[src/rtl/multi_digit_bcd_hex_counter_pkg.sv]
// rtl/multi_digit_bcd_hex_counter_pkg.sv - shared encodings and digit helpers for the BCD/HEX counter
package multi_digit_bcd_hex_counter_pkg;

    localparam int DIGIT_W = 4;

    localparam logic [DIGIT_W-1:0] BCD_MAX = 4'd9;
    localparam logic [DIGIT_W-1:0] HEX_MAX = 4'd15;

    typedef enum logic {
        MODE_HEX = 1'b0,
        MODE_BCD = 1'b1
    } count_mode_e;

    typedef enum logic {
        DIR_DOWN = 1'b0,
        DIR_UP   = 1'b1
    } count_dir_e;

    // Largest legal digit value for the selected counting mode.
    function automatic logic [DIGIT_W-1:0] digit_max(input logic mode);
        return (mode == MODE_BCD) ? BCD_MAX : HEX_MAX;
    endfunction

    // Loaded digits above 9 are pinned to 9 in BCD; HEX takes the raw nibble.
    function automatic logic [DIGIT_W-1:0] clamp_digit(input logic [DIGIT_W-1:0] digit,
                                                       input logic mode);
        if ((mode == MODE_BCD) && (digit > BCD_MAX)) begin
            return BCD_MAX;
        end
        return digit;
    endfunction

endpackage

[src/rtl/counter_digit_cell.sv]
// rtl/counter_digit_cell.sv - combinational next-value and carry/borrow for one counter digit
module counter_digit_cell
    import multi_digit_bcd_hex_counter_pkg::*;
(
    input  logic [DIGIT_W-1:0] digit,
    input  logic               mode,
    input  logic               direction,
    input  logic               carry_in,
    output logic [DIGIT_W-1:0] next_digit,
    output logic               carry_out
);

    logic [DIGIT_W-1:0] max_value;

    assign max_value = digit_max(mode);

    // A digit left above max by a mode switch is normalised on any step
    // regardless of carry_in: up goes to 0 with carry, down goes to max
    // without borrow. Otherwise the digit only moves when carry_in is set.
    always_comb begin
        next_digit = digit;
        carry_out  = 1'b0;
        if (direction == DIR_UP) begin
            if (digit > max_value) begin
                next_digit = '0;
                carry_out  = 1'b1;
            end else if (carry_in) begin
                if (digit == max_value) begin
                    next_digit = '0;
                    carry_out  = 1'b1;
                end else begin
                    next_digit = digit + 4'd1;
                end
            end
        end else begin
            if (digit > max_value) begin
                next_digit = max_value;
            end else if (carry_in) begin
                if (digit == '0) begin
                    next_digit = max_value;
                    carry_out  = 1'b1;
                end else begin
                    next_digit = digit - 4'd1;
                end
            end
        end
    end

endmodule

[src/rtl/multi_digit_bcd_hex_counter.sv]
// rtl/multi_digit_bcd_hex_counter.sv - N-digit BCD/HEX up/down counter with load, wrap pulse and limit flag
module multi_digit_bcd_hex_counter
    import multi_digit_bcd_hex_counter_pkg::*;
#(
    parameter int NUM_DIGITS = 4,
    parameter bit WRAP_EN    = 1'b1
) (
    input  logic                          clk_divider,
    input  logic                          rst,
    input  logic                          en,
    input  logic                          mode,
    input  logic                          direction,
    input  logic                          load,
    input  logic [DIGIT_W*NUM_DIGITS-1:0] load_count,
    output logic [DIGIT_W*NUM_DIGITS-1:0] count,
    output logic                          carry_out,
    output logic                          at_limit
);

    localparam int CW = DIGIT_W * NUM_DIGITS;

    logic [CW-1:0]         next_count;
    logic [CW-1:0]         load_value;
    logic [NUM_DIGITS:0]   ripple;
    logic [NUM_DIGITS-1:0] digit_at_limit;
    logic                  wrap_event;

    // Digit 0 always steps; each higher digit steps on the carry/borrow of the one below.
    assign ripple[0] = 1'b1;

    generate
        for (genvar k = 0; k < NUM_DIGITS; k++) begin : g_digit
            counter_digit_cell u_cell (
                .digit      (count[DIGIT_W*k +: DIGIT_W]),
                .mode       (mode),
                .direction  (direction),
                .carry_in   (ripple[k]),
                .next_digit (next_count[DIGIT_W*k +: DIGIT_W]),
                .carry_out  (ripple[k+1])
            );

            assign load_value[DIGIT_W*k +: DIGIT_W] =
                clamp_digit(load_count[DIGIT_W*k +: DIGIT_W], mode);

            assign digit_at_limit[k] = (direction == DIR_UP)
                ? (count[DIGIT_W*k +: DIGIT_W] == digit_max(mode))
                : (count[DIGIT_W*k +: DIGIT_W] == '0);
        end
    endgenerate

    assign at_limit = &digit_at_limit;

    // A full wrap is a step taken from the limit; the top digit then always emits a carry/borrow.
    assign wrap_event = at_limit & ripple[NUM_DIGITS];

    // Count register: reset beats load beats enable; saturating builds hold at the limit.
    always_ff @(posedge clk_divider) begin
        if (rst) begin
            count     <= '0;
            carry_out <= 1'b0;
        end else if (load) begin
            count     <= load_value;
            carry_out <= 1'b0;
        end else if (en) begin
            if (wrap_event && !WRAP_EN) begin
                carry_out <= 1'b0;
            end else begin
                count     <= next_count;
                carry_out <= wrap_event && WRAP_EN;
            end
        end else begin
            carry_out <= 1'b0;
        end
    end

endmodule

[config.mk]
export PLATFORM = sky130hd
export DESIGN_NAME = multi_digit_bcd_hex_counter
export DESIGN_NICKNAME = d
export VERILOG_FILES = /design/src/rtl/multi_digit_bcd_hex_counter_pkg.sv /design/src/rtl/counter_digit_cell.sv /design/src/rtl/multi_digit_bcd_hex_counter.sv
export SDC_FILE = /design/constraint.sdc
export NUM_CORES = 1
export LEC_CHECK = 0
export ABC_AREA = 1
export BUFFER_PORTS_ARGS = -buffer_cell sky130_fd_sc_hd__buf_2
export CAP_MARGIN = 5
export CORE_AREA = 5 5 65 82
export CTS_CLUSTER_SIZE = 20
export DETAILED_ROUTE_END_ITERATION = 12
export DIE_AREA = 0 0 70 87
export PLACE_DENSITY = 0.66
export SKIP_LAST_GASP = 1
export SLEW_MARGIN = 30
export SYNTH_ARGS = -nofsm -noshare
export SYNTH_HDL_FRONTEND = slang
export SYNTH_SLANG_ARGS = --single-unit
[constraint.sdc]
create_clock -name clk_divider -period 4.4 [get_ports clk_divider]
set_clock_uncertainty 0.1 [all_clocks]
set_input_delay 0.66 -clock clk_divider [delete_from_list [all_inputs] [get_ports clk_divider]]
set_output_delay 0.66 -clock clk_divider [all_outputs]
set_load 0.01 [all_outputs]
==> results of run 1 <==
[power groups by stage]
stage,Combinational (mW),Clock [mW],Sequential (mW)
after floorplan,0.189,0,0.202
after global placement,0.259,0,0.203
after detailed placement,0.262,0,0.202
after CTS,0.264,0.130,0.199
after global routing,0.304,0.134,0.203
final,0.263,0.124,0.199
[sequential cells by signal, summed over array words and instances (netlist names)]
register,cells
count,16
carry_out,1
[cell usage in the layout, fill, tap and decap left out, types with 3 or more instances in the layout]
master and n:
sky130_fd_sc_hd__nor2_1 34, sky130_fd_sc_hd__buf_2 39, sky130_fd_sc_hd__clkbuf_8 3, sky130_fd_sc_hd__o211ai_1 5, sky130_fd_sc_hd__ha_1 16, sky130_fd_sc_hd__xor2_1 6, sky130_fd_sc_hd__a31oi_1 8, sky130_fd_sc_hd__inv_2 6
sky130_fd_sc_hd__nand3_2 3, sky130_fd_sc_hd__nand4_1 6, sky130_fd_sc_hd__dfxtp_1 17, sky130_fd_sc_hd__o21ai_1 8, sky130_fd_sc_hd__inv_1 36, sky130_fd_sc_hd__nand3_1 27, sky130_fd_sc_hd__a21oi_1 15, sky130_fd_sc_hd__nor3_1 4
sky130_fd_sc_hd__nand2_2 3, sky130_fd_sc_hd__nand2_1 81, sky130_fd_sc_hd__o21ai_0 16
[cell families (layout without fill, tap and decap cells)]
family	after synthesis	in the layout	share of synthesized area
adders and majority gates	16	16	0.103
DFF	17	17	0.175
AOI/OAI and AO/OA	66	66	0.211
buffers and inverters	51	85	0.105
xor gates and xnor gates	7	7	0.0315
and+or+nand+nor	164	164	0.376
[final timing paths]
check	depth (start not counted)	startpoint	endpoint	slack, ns
setup / recovery	9	mode	at_limit	1.62
hold / removal	2	count[13]$_SDFFE_PP0P_	count[13]$_SDFFE_PP0P_	0.50
hold reg to reg	2	count[13]$_SDFFE_PP0P_	count[13]$_SDFFE_PP0P_	0.50
setup reg to reg	12	count[2]$_SDFFE_PP0P_	count[9]$_SDFFE_PP0P_	2.32
[metrics by stage]
| stage | area [µm²] | instances |
|---|---|---|
| finish | 2220 | 415 |
| global route | 2220 | 415 |
| CTS | 2220 | 415 |
| detailed placement | 2170 | 411 |
| global placement | 2170 | 411 |
| floorplan | 1950 | 321 |
[tightest hold or removal path: cells and delay by family, from the launching register on]
family | cells | cell delay, ns
DFF | 1 | 0.38
and+or+nand+nor | 1 | 0.05
AOI/OAI and AO/OA | 1 | 0.14
[final cells by class]
| cell class | count | area (µm²) |
|---|---|---|
| clock buffers | 4 | 45.0 |
| flip-flops and latches | 17 | 340 |
| multi-input cells | 253 | 1410 |
| fillers | 512 | 2340 |
| inverters | 42 | 158 |
| well taps | 60 | 75.1 |
| repair buffers | 39 | 195 |
[routing by layer]
| layer | vias up | share of wire |
|---|---|---|
| met5 | - | 0 |
| met2 | 53 | 0.51 |
| met4 | 0 | 0.014 |
| li1 | 1140 | - |
| met3 | 7 | 0.048 |
| met1 | 994 | 0.43 |
==> results, run 1 <==
- For this run, the number of Yosys warnings is 0.
- The number of buffers created by CTS is 3.
- The slowest stage cell on the critical path is sky130_fd_sc_hd__buf_2.
- The top cell family by delay on the critical path is buffers and inverters.
- The power share of the combinational group is 0.448.
- TritonCTS built the clock tree.
- Of the total power, the share spent switching nets is 0.427.
- The number of search-and-repair iterations in the first detailed-routing pass is 4.
- The post-placement worst setup slack is 1.62 ns.
- For the pin with the worst max-slew slack, the measured transition is just over 0.7 ns.
- Together, buffers and inverters on the worst path number 4.
- The longest clock path from root to sink contains 2 buffers.
- In the synthesized netlist, the number of instances is 321.
- The clock share of power is 0.212.
- The routed design has 5460 µm of wire.
- IR analysis of the VDD net gives a maximum drop of between 0.0001 and 0.00015 V.
- The residual overflow from global routing is 0.
- The first-pass GRT wire length is around 9500 µm.
- The post-synthesis average cell area is 6.07 µm².
- STA classifies the critical path endpoint as a primary output.
- The routed via count divided by cell count is about 5.3.
- The final max-slew violation count is 0.
- The area added between synthesis and finish is 13.8%.
- The via count of the first global-routing pass is approximately 2100.
- The global routing met3 resource utilization is 0.0277.
- Setup violations remaining at the end of the flow were counted as 0.
- After synthesis, the most frequently instantiated cells are 81 x sky130_fd_sc_hd__nand2_1, 36 x sky130_fd_sc_hd__inv_1, 34 x sky130_fd_sc_hd__nor2_1.
- Hold timing on the final database bottoms out at a slack of 0.501 ns.
- Entering global routing, the biggest net connects 24 pins.
- Of the available clock period, the critical path in the final layout requires 0.632.
- The area of the die is between 6000 and 7000 µm².
- Across the run, the number of max-cap violations was 0.
- For this run, global-route usage on met1 was measured as 0.223.
- Counting I/O delays and the setup requirement, the final critical path takes roughly 2.8 ns.
- The die is 87 µm tall.
- The number of top-level pins is 40.
- The critical path goes through buf_2 -> ha_1 -> nand4_1 -> inv_1 -> o21ai_0 -> a21oi_1 -> nand2_1 -> inv_1 -> buf_2.
- The floorplan core area is about 4600 µm².
- For this run, the post-layout net count is just under 400.
- The total clock sinks is 17.
- After global routing, the most crowded layer is met2.
- The summed negative setup slack over all endpoints is 0 ns.
- The worst-skew pair later-pin latency is 0.26 ns.
- After clock tree synthesis, the setup repair step added 0 buffers.
- Routability-driven placement finished with a final weighted congestion of 0.922.
- The met2 track demand over resource in global routing is 0.342.
- Summing every instance area after synthesis gives ~1900 µm².
- The number of antenna diodes is 0.
- Buffers placed on the I/O ports in this run total 39.
- The share of flip-flops with an asynchronous set or reset is 0.
- After synthesis, the netlist uses 34 different library cells.
- The number of H-tree branching levels is 1.
- For this design the total switching power over the nets is 0.251 mW.
- After detailed routing, the average wire length per cell comes to 13.1 µm.
- The routed layout has roughly 2200 vias.
- After synthesis the netlist holds a flip-flop and latch count of 17.
- The category of the worst setup path launch point is a primary input.
- The number of rows created at floorplan is 28.
- The DRC marker count from the first detailed-route iteration is between 100 and 150.
- The minimum setup slack in the final design is between 1.5 and 2 ns.
- The biggest area contributor in the post-synthesis netlist is sky130_fd_sc_hd__dfxtp_1.
- The net count after synthesis is roughly 360.
- After clock tree synthesis, the flow added hold-fix buffers numbering 0.
- The overall track demand over capacity in global routing is 0.189.
- For this design the ratio of total power to cell area is approximately 260 nW/µm².
- The final hold violation count is 0.
- The run finished with clean final reports.
- In this run, synthesis inferred 0 flip-flops with an integrated enable.
- The clock slew seen by the registers of the worst setup and hold paths is roughly 0.07 ns.
- Summed over all cells, the static leakage comes to about 1.2 nW.
- The required time reported for the critical path endpoint is about 3.6 ns.
- The class of the most critical setup path is primary input to primary output.
- Based on the critical path, the design can be clocked at up to 359 MHz.
- The buffer cell driving the clock tree root is sky130_fd_sc_hd__clkbuf_8.
- The horizontal extent of the die is around 70 µm.
- In the routed design, unresolved DRC markers number 0.
- The final total power is approximately 0.6 mW.
- The area share of the leading cell type in the synthesized netlist is 0.175.
- In the final layout, the share of cells above drive strength 1 is 0.177.
- The sequential share of the synthesized area is 0.175.
- After synthesis, the cell types taking the most area are sky130_fd_sc_hd__dfxtp_1 17%, sky130_fd_sc_hd__nand2_1 16%, sky130_fd_sc_hd__ha_1 10%.
- The sequential group share of total power is 0.340.
- The detail route stage leaves a number of antenna-violating nets equal to 0.
- The most common cell in the netlist is sky130_fd_sc_hd__nand2_1.
- The core utilization of the finished layout is 0.487.
- The internal power consumption is ~0.34 mW.
- The headroom to the max-slew limit is 0.515.
- The delay of the slowest cell on the worst path is ~0.36 ns.
- The number of resized instances in the post-cts repair step is 0.
- The worst hold path belongs to the class register to register.
- Detailed placement finished with a half-perimeter wire length of 4170 µm.
- For the worst setup path, the data arrival time is 2.02 ns.
- The commonest register cell after synthesis is sky130_fd_sc_hd__dfxtp_1.
- The maximum fanout count along the critical path is 22.
- The effective utilization at floorplan is 0.428.
- The number of antenna violations at the first check in global routing is 0.
- Setup repair after global routing left no endpoint under its margin.
Power figures use the tool's default switching activity.
==> run 2, diff against run 1 <==
clock period = 2.7 ns   (was 4.4 ns; I/O delays follow)
==> run 2 against run 1 <==
Net effect:
- flip-flop and latch count did not move
- utilization did not move
- global-route usage fell by 0.76 points
- sequential share of layout area did not move
- via count rose by 2.2%
- critical path type unchanged
- highest routed layer unchanged
==> results, run 2 (synthesized netlist as in run 1, its figures left out) <==
- The hold buffer count at cts was 0 (unchanged).
- The CTS tree is done.
- Walking the worst path, the cells encountered are buf_2 -> ha_1 -> nand4_1 -> inv_1 -> o21ai_0 -> a21oi_1 -> nand2_1 -> inv_1 -> buf_2.
- The category of the worst setup path launch point is a primary input.
- The smallest clock period supported by the final layout is computed as ~2.3 ns.
- The final max-slew violation count was 0 (unchanged).
- The slowest stage of the critical path belongs to the cell sky130_fd_sc_hd__buf_2.
- The count of unresolved DRC violations after routing is 0 (unchanged).
- The fill cell total of the finished layout is 506 (-1.2%).
- The area of the die is 6090 µm² (unchanged).
- The summed negative setup slack over all endpoints is 0 ns (unchanged).
- The residual overflow from global routing is 0 (unchanged).
- The number of failing setup endpoints in the final timing report is 0 (unchanged).
- The final weighted congestion in routability-driven placement is 0.923 (+0.14%).
- The register ranked first by flip-flop count is count.
- The final total power is 0.948 mW (+62%).
- The worst-skew pair later-pin latency is 0.25 ns (about the same).
- The area added between synthesis and finish came to 13.8% (unchanged).
- The flip-flop count of the largest register after layout is 16 (unchanged).
- The worst hold slack across all endpoints is 0.305 ns (-0.196 ns).
- The number of buffers created by CTS is 3 (unchanged).
- The critical path is of the primary input to primary output type.
- The count of vias placed by the detailed router is 2242 (+2.2%).
- The maximum vdd ir drop was 0.000281 V (+170%).
- The count of antenna-violating nets left after detailed routing came to 0 (unchanged).
- The floorplan core area was 4550 µm² (unchanged).
- The fraction of layout cells with a size suffix above 1 is 0.177 (unchanged).
- The library cells used most frequently in the layout, excluding fill and tap cells, are 81 x sky130_fd_sc_hd__nand2_1, 39 x sky130_fd_sc_hd__buf_2, 36 x sky130_fd_sc_hd__inv_1.
- The transition time of the tightest slew-check pin was 0.704 ns (-0.0216 ns).
- The number of nets in the final layout is 394 (unchanged).
- The via count of the first global-routing pass is 2118 (+0.57%).
- Setup repair after global routing left no endpoint under its margin.
- The top achievable clock speed is about 430 MHz.
- The flow ran to the end, and the final reports show no timing, DRC or antenna violations.
- The overall track demand over capacity in global routing was 0.181 (-0.00759).
- The first-pass GRT wire length is 9270 µm (-2.6%).
- The placed cell count is 411 (unchanged).
- STA classifies the critical path endpoint as a primary output.
- The leakage dissipation is 1.15 nW (unchanged).
- The non-filler instance count after layout is 415 (unchanged).
- The total half-perimeter wirelength after legalization and detailed placement is 4120 µm (-1.1%).
- The required time reported for the critical path endpoint was 2.19 ns (-1.45 ns).
- The DRC marker count from the first detailed-route iteration was 76 (-41%).
- The power per unit of standard cell area came to 427 nW/µm² (+62%).
- The clock slew seen by the registers of the worst setup and hold paths was 0.07 ns (about the same).
- The maximum number of pins on one net before global-route repair is 24 (unchanged).
- The effective utilization at floorplan is 0.428 (unchanged).
- The number of antenna violations at the first check in global routing came to 0 (unchanged).
- Leaving out fill and tap cells, the most frequent cell in the layout is sky130_fd_sc_hd__nand2_1.
- The routed via count divided by cell count is 5.40 (+2.2%).
- The number of search-and-repair iterations in the first detailed-routing pass is 4 (unchanged).
- Clock tree synthesis selected as its root buffer the cell sky130_fd_sc_hd__clkbuf_8.
- The number of antenna diodes is 0 (unchanged).
- The total clock sinks is 17 (unchanged).
- The number of rows created at floorplan is 28 (unchanged).
- The count of buffers added by post-CTS timing repair for setup was 0 (unchanged).
- The horizontal extent of the die is 70 µm (unchanged).
- The core utilization of the finished layout is 0.487 (unchanged).
- The number of H-tree branching levels is 1 (unchanged).
- The data arrival at the endpoint of the critical path is 1.82 ns (-0.20 ns).
- In the final layout, the registers with the most flip-flops are count x16, carry_out x1.
- The total routed wirelength is 5340 µm (-2.1%).
- The final worst-path cycle share is 0.863.
- The final hold violation count came to 0 (unchanged).
- The number of top-level pins was 40 (unchanged).
- The number of I/O port buffers was 39 (unchanged).
- The path class of the tightest hold or removal check is primary input to register.
- The mean routed wirelength per cell is 12.9 µm (-2.1%).
- The max capacitance violation total was 0 (unchanged).
- The die outline height is 87 µm (unchanged).
- The headroom to the max-slew limit is 0.530 (+0.0144).
- The delay of the slowest cell on the worst path came to 0.37 ns (about the same).
- The deepest clock path buffer count is 2 (unchanged).
- The number of resized instances in the post-cts repair step is 0 (unchanged).
- The maximum fanout count along the critical path is 22 (unchanged).
==> run 2: cell counts in the layout (fill, tap and decap cells not counted) <==
No cell type changed its count.
==> run 2: layer usage <==
layer | GRT usage | vias to the layer above | wire length, µm
met5 | 0 | - | 0
met4 | 0.0470 | 0 | 65
met3 | 0.0266 | 8 | 228
met2 | 0.333 | 58 | 2730
met1 | 0.220 | 1029 | 2320
li1 | - | 1147 | -
==> run 2: cell type report <==
| class | instances | area (µm²) | share of cell area |
|---|---|---|---|
| sequential | 17 | 340 | 0.153 |
| clock buffer | 4 | 45.0 | 0.0203 |
| tap | 60 | 75.1 | 0.0338 |
| multi-input combinational | 253 | 1410 | 0.633 |
| timing repair buffer | 39 | 195 | 0.0880 |
| inverter | 42 | 158 | 0.0711 |
==> run 2: final timing paths <==
kind / from / end / slack [ns] / cells after the start
hold / removal: en / carry_out$_SDFF_PP0_ / 0.31 / 3
setup reg to reg: count[2]$_SDFFE_PP0P_ / count[11]$_SDFFE_PP0P_ / 0.70 / 13
hold reg to reg: count[8]$_SDFFE_PP0P_ / count[8]$_SDFFE_PP0P_ / 0.47 / 2
setup / recovery: mode / at_limit / 0.37 / 9
==> run 2: critical path: cells and delay by family <==
family / cells / cell delay (ns)
simple gates: 2 / 0.24
fa+ha+maj: 1 / 0.32
compound gates: 2 / 0.25
buf+inv: 4 / 0.60
==> run 2: where the power goes <==
group	leakage (nW)	internal [mW]	switching, mW
Combinational	0.991	0.165	0.264
Clock	0.0228	0.105	0.0915
Sequential	0.141	0.278	0.0457
Total	1.15	0.547	0.401
==> run 2: through the flow <==
step                area (µm²)  setup WS [ns]
floorplan                 1950          0.889
global placement          2170          0.384
detailed placement        2170          0.333
CTS                       2220          0.368
global route              2220          0.111
finish                    2220          0.370
